[src/rtl/mux_arb_nto1.sv]
// N-to-1 valid/ready multiplexer with a registered output stage.
// The channel is picked directly by `control` or by round-robin arbitration over the valid inputs.
module mux_arb_nto1 #(
    parameter int WIDTH = 32,
    parameter int N     = 16,
    parameter int SEL_W = 4
) (
    input  logic                 clk,
    input  logic                 rstb,
    input  logic [N*WIDTH-1:0]   in_data,
    input  logic [N-1:0]         in_valid,
    output logic [N-1:0]         in_ready,
    input  logic                 mode,
    input  logic [SEL_W-1:0]     control,
    output logic [WIDTH-1:0]     out_data,
    output logic                 out_valid,
    input  logic                 out_ready,
    output logic [SEL_W-1:0]     out_sel
);

    localparam int               SPAN  = 1 << SEL_W;
    localparam logic [SEL_W:0]   N_EXT = (SEL_W + 1)'(N);
    localparam logic [SEL_W-1:0] LAST  = SEL_W'(N - 1);

    logic [SPAN-1:0]  valid_pad;
    logic [SEL_W-1:0] rr_ptr;
    logic [SEL_W:0]   rr_idx;
    logic             rr_vld;
    logic [SEL_W-1:0] rr_grant;
    logic             grant_vld_p0;
    logic [SEL_W-1:0] grant_p0;
    logic             space_p0;
    logic             xfer_p0;
    logic [WIDTH-1:0] data_p0;

    // Valid vector padded to the full index range: indices >= N read as
    // not-valid, so an out-of-range control can never grant or index past N.
    always_comb begin
        valid_pad          = '0;
        valid_pad[N-1:0]   = in_valid;
    end

    always_comb begin
        rr_vld   = 1'b0;
        rr_grant = '0;
        rr_idx   = '0;
        for (int k = 1; k <= N; k++) begin
            rr_idx = {1'b0, rr_ptr} + (SEL_W + 1)'(k);
            if (rr_idx >= N_EXT) rr_idx = rr_idx - N_EXT;
            if (!rr_vld && valid_pad[rr_idx[SEL_W-1:0]]) begin
                rr_vld   = 1'b1;
                rr_grant = rr_idx[SEL_W-1:0];
            end
        end
    end

    // Stage p0: grant selection and handshake (combinational)
    always_comb begin
        if (mode) begin
            grant_vld_p0 = rr_vld;
            grant_p0     = rr_grant;
        end else begin
            grant_vld_p0 = valid_pad[control];
            grant_p0     = control;
        end
    end

    assign space_p0 = !out_valid || out_ready;
    assign xfer_p0  = rstb && space_p0 && grant_vld_p0;

    always_comb begin
        data_p0  = '0;
        in_ready = '0;
        for (int i = 0; i < N; i++) begin
            if (grant_p0 == SEL_W'(i)) begin
                data_p0     = in_data[i*WIDTH +: WIDTH];
                in_ready[i] = xfer_p0;
            end
        end
    end

    // Stage p1: output register and arbitration pointer
    always_ff @(posedge clk or negedge rstb) begin
        if (!rstb) begin
            out_valid <= 1'b0;
            out_data  <= '0;
            out_sel   <= '0;
            rr_ptr    <= LAST;
        end else if (xfer_p0) begin
            out_valid <= 1'b1;
            out_data  <= data_p0;
            out_sel   <= grant_p0;
            rr_ptr    <= grant_p0;
        end else if (out_ready) begin
            out_valid <= 1'b0;
        end
    end

endmodule

[config.mk]
export PLATFORM = sky130hd
export DESIGN_NAME = mux_arb_nto1
export DESIGN_NICKNAME = d
export VERILOG_FILES = /design/src/rtl/mux_arb_nto1.sv
export SDC_FILE = /design/constraint.sdc
export NUM_CORES = 1
export LEC_CHECK = 0
export ABC_AREA = 0
export BUFFER_PORTS_ARGS = -buffer_cell sky130_fd_sc_hd__buf_4
export CORE_AREA = 2 2 226 228
export DETAILED_ROUTE_END_ITERATION = 8
export DIE_AREA = 0 0 228 230
export PLACE_DENSITY = 0.52
export SETUP_SLACK_MARGIN = 0.1
export SYNTH_ARGS = -nofsm -noshare
export SYNTH_HDL_FRONTEND = slang
export SYNTH_SLANG_ARGS = --single-unit
[constraint.sdc]
create_clock -name clk -period 5.9 [get_ports clk]
set_clock_uncertainty 0.05 [all_clocks]
set_input_delay 0.295 -clock clk [delete_from_list [all_inputs] [get_ports clk]]
set_output_delay 0.295 -clock clk [all_outputs]
set_load 0.01 [all_outputs]
==> impl_metrics.toml, run 1 <==
[synthesis]
synth_flop_cell = "dfrtp_1"
syn_avg_cell_area_sq_um = 7.561
synth_area_sq_um = 9194
synth-edff-count = 0
netlist_top_cells_area = "dfrtp_1, mux4_2, mux2i_1"
yosysTopAreaCellShare = 0.1007
ys_ff_latch = 41
yosys.area.top_type = "dfrtp_1"
synthCells = 1216
synth_nets = 1760
ys_warn_count = 0
seq_area_frac_synth = 0.1121
synth_cell_type_count = 103
synthArstFlopShare = 1.000

[setup_path]
setup.worst_path.start = "rr_ptr[1]$_DFFE_PN1P_"
path_buf_inv = 3
rr_startpoint = "rr_ptr[1]$_DFFE_PN1P_"
slowest_stage = "mux4_2"
r2r_slack_ns = 0.27
crit_required_ns = 6.07
crit_path_start_kind = "flip-flop"
cp.arrival_ns = 5.80
r2r-end = "out_data[12]$_DFFE_PN0P_"
cp-end-kind = "flip-flop"
r2r_cells = 15
crit_path_end = "out_data[12]$_DFFE_PN0P_"
path_class = "flip-flop to flip-flop"
crit_cells = 15
slowest_delay_ns = 0.63
cp_max_fo = 22
cp_top_family = "simple AND/OR/NAND/NOR gates"
path_cells = "buf_4, buf_4, mux4_2, mux4_2, or3_4, or2_0, or3_1, a211o_1, nand3_4, buf_6, mux2i_1, nor3_1, a2111oi_2, and4b_1, o21ai_1"

[timing]
worst_pin_slew_ns = 0.9453
fin_crit_sh = 0.9540
hold_violations = 0
setup_tns_ns = 0
rsz0062_at_grt = "no"
max-slew-margin-rel = 0.3649
fin_crit_ns = 5.628
setup-violations-final = 0
fmax_ghz = 0.1777
slew_violations = 0
setup_ws_ns = 0.2717

[die]
dieArea_sq_um = 52440
io_pins = 589
start_util = 0.1844
core-area_sq_um = 49860
dieWidth_um = 228
rows = 82
dieHeight_um = 230

[drt]
dr.pass1.iters = 7
final_antenna_net_count = 0
drc = 0
drt_iter0_drc = 1118
vias = 13820
routed_wl_um = 81050
wire_per_inst_um = 32.29
via_per_inst = 5.506

[grt]
grt_max_degree = 60
grt_pass1_vias = 13920
grtUsageTotal = 0.2945
grt_overflow = 0
grt_pass1_wl_um = 110400
antenna_found_initial = 4

[clock_network]
cts_tree = "built"
clock_path_buffers = 2
numCtsBuffers = 5
cts_root_buf = "clkbuf_16"
clock_sinks = 41
clkTransAtPathRegs_ns = 0.07
htreeDepth = 2
clkLatencyLatePin_ns = 0.33

[power_and_ir_drop]
seq_power_share = 0.045
pwr-share-clk = 0.024
power.total_mw = 12.79
leakage_nw = 6.809
vdd_drop_max_v = 0.0006102
combinationalPowerShare = 0.930
p_sw_frac = 0.6113
p_per_area_nw_per_um2 = 836.9
p_switching_mw = 7.820
intPower_mw = 4.972

[place]
place.gp.congestion = 0.9669
hpwlAfterDp_um = 67550
port_buffers = 588
pre_cts_ws_ns = -0.04865

[worst_hold_path]
min_path_type = "input pin to flip-flop"

[outcome]
status = "finished clean"

[final_layout]
final_cell_mix = "buf_4, nand2_1, nor2_1, o21ai_0, a21oi_1"
synthToLayoutAreaGrowth_pct = 66.25
drive_gt1_frac = 0.4605
final_common_cell = "buf_4"
nets = 2380

[run]
maxCapViolations = 0
-- power groups by stage --
| stage | Combinational, mW | Clock (mW) | Sequential [mW] |
|---|---|---|---|
| after CTS | 11.6 | 0.324 | 0.569 |
| final | 11.9 | 0.313 | 0.577 |
| after global routing | 12.6 | 0.327 | 0.585 |
| after global placement | 11.6 | 0 | 0.576 |
| after floorplan | 6.57 | 0 | 0.565 |
| after detailed placement | 11.5 | 0 | 0.575 |
-- registers in the layout, summed over array words and instances (netlist names) --
signal,flops
rr_ptr,4
out_valid,1
out_data,32
out_sel,4
-- worst reg2reg max path, cell delays in order (launching register included) --
cell	delay, ns
dfstp_2	0.53
buf_4	0.27
buf_4	0.26
mux4_2	0.53
mux4_2	0.63
or3_4	0.43
or2_0	0.22
or3_1	0.43
a211o_1	0.33
nand3_4	0.18
buf_6	0.28
mux2i_1	0.43
nor3_1	0.12
a2111oi_2	0.51
and4b_1	0.28
o21ai_1	0.07
-- cell type report --
class                      instances  area (sq um)
antenna                            1         2.502
timing repair buffer             712          5510
sequential                        41          1031
multi-input combinational       1060          7704
tap                              672         840.8
fill                            5570         34580
clock buffer                       8         136.4
inverter                          16         60.06
-- worst min-delay path by stage --
stage,start,endpoint,slack [ns],cells after the start
6_report,in_data[488],out_data[8]$_DFFE_PN0P_,0.15,3
5_1_grt,in_data[488],out_data[8]$_DFFE_PN0P_,0.17,3
4_1_cts,in_data[488],out_data[8]$_DFFE_PN0P_,0.14,3
3_5_place_dp,rstb,out_data[24]$_DFFE_PN0P_,0.35,1
3_3_place_gp,rstb,out_data[5]$_DFFE_PN0P_,0.36,1
2_1_floorplan,rstb,out_data[0]$_DFFE_PN0P_,-0.05,0
-- synthesized netlist by cell type (10+ instances only) --
library cell,n
o211ai_1,19
mux2_2,13
a31oi_1,12
inv_1,14
nand2_1,162
a211oi_1,14
a222oi_1,12
nor2_1,106
o221ai_1,13
a221oi_1,12
a22o_1,13
and3_1,19
buf_2,40
mux2i_1,69
mux4_2,34
a21oi_1,69
a22oi_1,60
o21ai_0,70
o31ai_1,14
dfrtp_1,37
clkbuf_1,33
nor3_1,24
o22ai_1,48
buf_4,10
o21ai_1,20
nand3_1,36
nand4_1,10
a21o_1,10
-- metal layers --
metal,global-route usage,vias up,share of wire
met5,0,-,0.00031
met2,0.5168,752,0.49
met4,0.07761,4,0.030
li1,-,6086,-
met1,0.3691,6893,0.41
met3,0.05469,85,0.071
-- per-stage QoR --
| step | hold WS [ns] | cell area, sq um | instances | util |
|---|---|---|---|---|
| 3_5_place_dp | 0.3482 | 15000 | 2494 | 0.3009 |
| 3_3_place_gp | 0.3594 | 15000 | 2494 | 0.3009 |
| 5_1_grt | 0.1696 | 15280 | 2510 | 0.3065 |
| 4_1_cts | 0.1410 | 15160 | 2503 | 0.3040 |
| 6_report | 0.1529 | 15280 | 2510 | 0.3065 |
| 2_1_floorplan | -0.05059 | 9194 | 1216 | - |
-- repair_timing --
item,CTS,global route
cloned,0,1
endpoints found under the hold margin,7,0
resized for setup,3,19
endpoints found under the setup margin,4,38
pin swaps,1,3
setup buffers,0,5
hold buffers,1,0
-- kinds of logic after synthesis --
family | after synthesis | share of synthesized area
adder cells (fa/ha/maj) | 8 | 0.01089
AO/OA/AOI/OAI | 500 | 0.3924
AND/OR/NAND/NOR | 424 | 0.2262
flip-flops | 41 | 0.1121
buffers and inverters | 115 | 0.06505
XOR/XNOR | 9 | 0.01184
multiplexers | 119 | 0.1815
Power figures use the tool's default switching activity.
==> run 2: changes to the inputs <==
--- a/config.mk
+++ b/config.mk
@@ -5,12 +5,12 @@
 export SDC_FILE = /design/constraint.sdc
 export NUM_CORES = 1
 export LEC_CHECK = 0
-export ABC_AREA = 0
+export ABC_AREA = 1
 export BUFFER_PORTS_ARGS = -buffer_cell sky130_fd_sc_hd__buf_4
-export CORE_AREA = 2 2 226 228
+export CORE_AREA = 2 2 229 231
 export DETAILED_ROUTE_END_ITERATION = 8
-export DIE_AREA = 0 0 228 230
-export PLACE_DENSITY = 0.52
+export DIE_AREA = 0 0 231 233
+export PLACE_DENSITY = 0.48
 export SETUP_SLACK_MARGIN = 0.1
 export SYNTH_ARGS = -nofsm -noshare
 export SYNTH_HDL_FRONTEND = slang
==> impl_metrics.toml, run 2 <==
[place]
place.gp.congestion = 1.071
hpwlAfterDp_um = 56590
port_buffers = 588
dp.cells = 2781
placed_area_sq_um = 13280

[die]
dieHeight_um = 233
io_pins = 589
dieWidth_um = 231
start_util = 0.1544
core-area_sq_um = 51090
dieArea_sq_um = 53820
rows = 83

[clock_network]
cts_root_buf = "clkbuf_16"
cts_tree = "built"
numCtsBuffers = 5
clkLatencyLatePin_ns = 0.31
htreeDepth = 2
clock_path_buffers = 2
clock_sinks = 41
clkTransAtPathRegs_ns = 0.08

[setup_path]
crit_required_ns = 6.06
path_class = "flip-flop to flip-flop"
slowest_stage = "dfstp_2"
slowest_delay_ns = 0.54
cp.arrival_ns = 5.59
crit_path_start_kind = "flip-flop"
cp-end-kind = "flip-flop"
crit_top_cell = "nand2_1"
cp_max_fo = 18

[synthesis]
synthMostInstantiatedCell = "nand2_1"
ys_ff_latch = 41
synthArstFlopShare = 1.000
ys_warn_count = 0
synth_nets = 2084
synth_area_sq_um = 7888
netlist_top_cells_area = "nand2_1, nor2_1, dfrtp_1"
synth-edff-count = 0
synth_cell_type_count = 39
yosys.area.top_type = "nand2_1"
synth_common_cells = "nand2_1, nor2_1, nand3_1, inv_1, nand4_1"
syn_avg_cell_area_sq_um = 5.122
synth_flop_cell = "dfrtp_1"
yosysTopAreaCellShare = 0.2532
synthCells = 1540
seq_area_frac_synth = 0.1307

[final_layout]
nets = 2654
final_cell_mix = "buf_4, nand2_1, nor2_1, nand3_1, inv_1"
synthToLayoutAreaGrowth_pct = 70.97
top_regs = "out_data (32), out_sel (4), rr_ptr (4)"
fill_cells = 6011
final_cells = 2798
drive_gt1_frac = 0.3496
stdcell_area_sq_um = 13490
fin_util = 0.2639
largest_register_ffs = 32
final_common_cell = "buf_4"
top_register = "out_data"

[grt]
grt_pass1_vias = 12790
antenna_found_initial = 11
grt_use_met2 = 0.4346
grt_pass1_wl_um = 90700
grtUsageMet1 = 0.2719
grt_max_degree = 43
grt_overflow = 0
busiest_layer = "met2"
grt_use_met3 = 0.04436
grtUsageTotal = 0.2343

[drt]
via_per_inst = 4.555
dr.pass1.iters = 5
final_antenna_net_count = 0
routed_wl_um = 65830
vias = 12750
drc = 0
drt_iter0_drc = 994
wire_per_inst_um = 23.53

[timing]
setup_tns_ns = 0
setup-violations-final = 0
rsz0062_at_grt = "no"
hold_violations = 0
worst_pin_slew_ns = 1.009
fin_crit_ns = 5.432
fin_crit_sh = 0.9207
slew_violations = 0
max-slew-margin-rel = 0.3271
fmax_ghz = 0.1841

[outcome]
status = "finished clean"

[power_and_ir_drop]
power.total_mw = 9.013
vdd_drop_max_v = 0.0002992
p_per_area_nw_per_um2 = 668.3
leakage_nw = 7.106

[worst_hold_path]
min_path_type = "input pin to flip-flop"

[run]
maxCapViolations = 0
## run 2: changes by cell type after synthesis, sizes merged, moves of 48 or more
cell	delta
o21ai	-81
nand2	+381
o22ai	-48
nand3	+138
nand4	+87
inv	+156
a22oi	-60
mux2i	-70
nor2	+161
## run 2: final cells by class
type / instances / area, sq um / area share
Multi-Input combinational cell: 1252 / 5886 / 0.4364
Clock inverter: 3 / 25.02 / 0.001856
Sequential cell: 41 / 1031 / 0.07645
Inverter: 173 / 653.1 / 0.04843
Tap cell: 680 / 850.8 / 0.06309
Timing Repair Buffer: 637 / 4897 / 0.3631
Antenna cell: 7 / 17.52 / 0.001299
Clock buffer: 5 / 125.1 / 0.009278
## run 2: critical path, delay by kind of cell, from the launching register on
| kind | cells | cell delay (ns) |
|---|---|---|
| buffers and inverters | 6 | 0.90 |
| adder cells (fa/ha/maj) | 1 | 0.47 |
| AND/OR/NAND/NOR | 26 | 3.36 |
| flip-flops | 1 | 0.54 |
## run 2: routing by layer
metal	part of all wire	wire, um	vias up
met5	0.00036	24	-
met4	0.028	1833	4
met3	0.064	4183	74
met2	0.51	33850	562
met1	0.39	25940	6027
li1	-	-	6078
## run 2: metrics by stage
stage          hold slack, ns  worst slack (ns)
2_1_floorplan        -0.05059             1.517
3_5_place_dp           0.3209            0.2604
3_3_place_gp           0.3154            0.1973
4_1_cts                0.1135            0.1257
6_report               0.1202            0.4682
5_1_grt                0.1123            0.1180
## run 2: power breakdown
part	total, mW	switching [mW]	internal, mW	leakage, nW
Combinational	8.17	5.65	2.52	6.53
Clock	0.311	0.151	0.160	0.0705
Sequential	0.531	0.103	0.428	0.508
## run 2: final timing paths
path	start	endpoint	cells after the start	slack, ns
max reg2reg	rr_ptr[1]$_DFFE_PN1P_	out_data[13]$_DFFE_PN0P_	33	0.47
max	rr_ptr[1]$_DFFE_PN1P_	out_data[13]$_DFFE_PN0P_	33	0.47
min reg2reg	out_data[16]$_DFFE_PN0P_	out_data[16]$_DFFE_PN0P_	2	0.44
min in group asynchronous	rstb	out_data[20]$_DFFE_PN0P_	2	0.51
max in group asynchronous	rstb	out_data[15]$_DFFE_PN0P_	2	4.84
min	out_ready	out_valid$_DFFE_PN0P_	2	0.12
## run 2: logic make-up after synthesis
family,after synthesis,synth area share
compound gates,110,0.08709
xor+xnor,10,0.01396
fa+ha+maj,8,0.01269
buf+inv,247,0.1301
flops,41,0.1307
simple gates,1124,0.6255
## run 2: timing repair
action / CTS / global route
hold endpoints to repair: 37 / 0
endpoints found under the setup margin: 1 / 32
pin swaps: 1 / 0
hold buffers: 1 / 0
setup buffers: 1 / 0
gates cloned: 0 / 0
resized for setup: 0 / 7
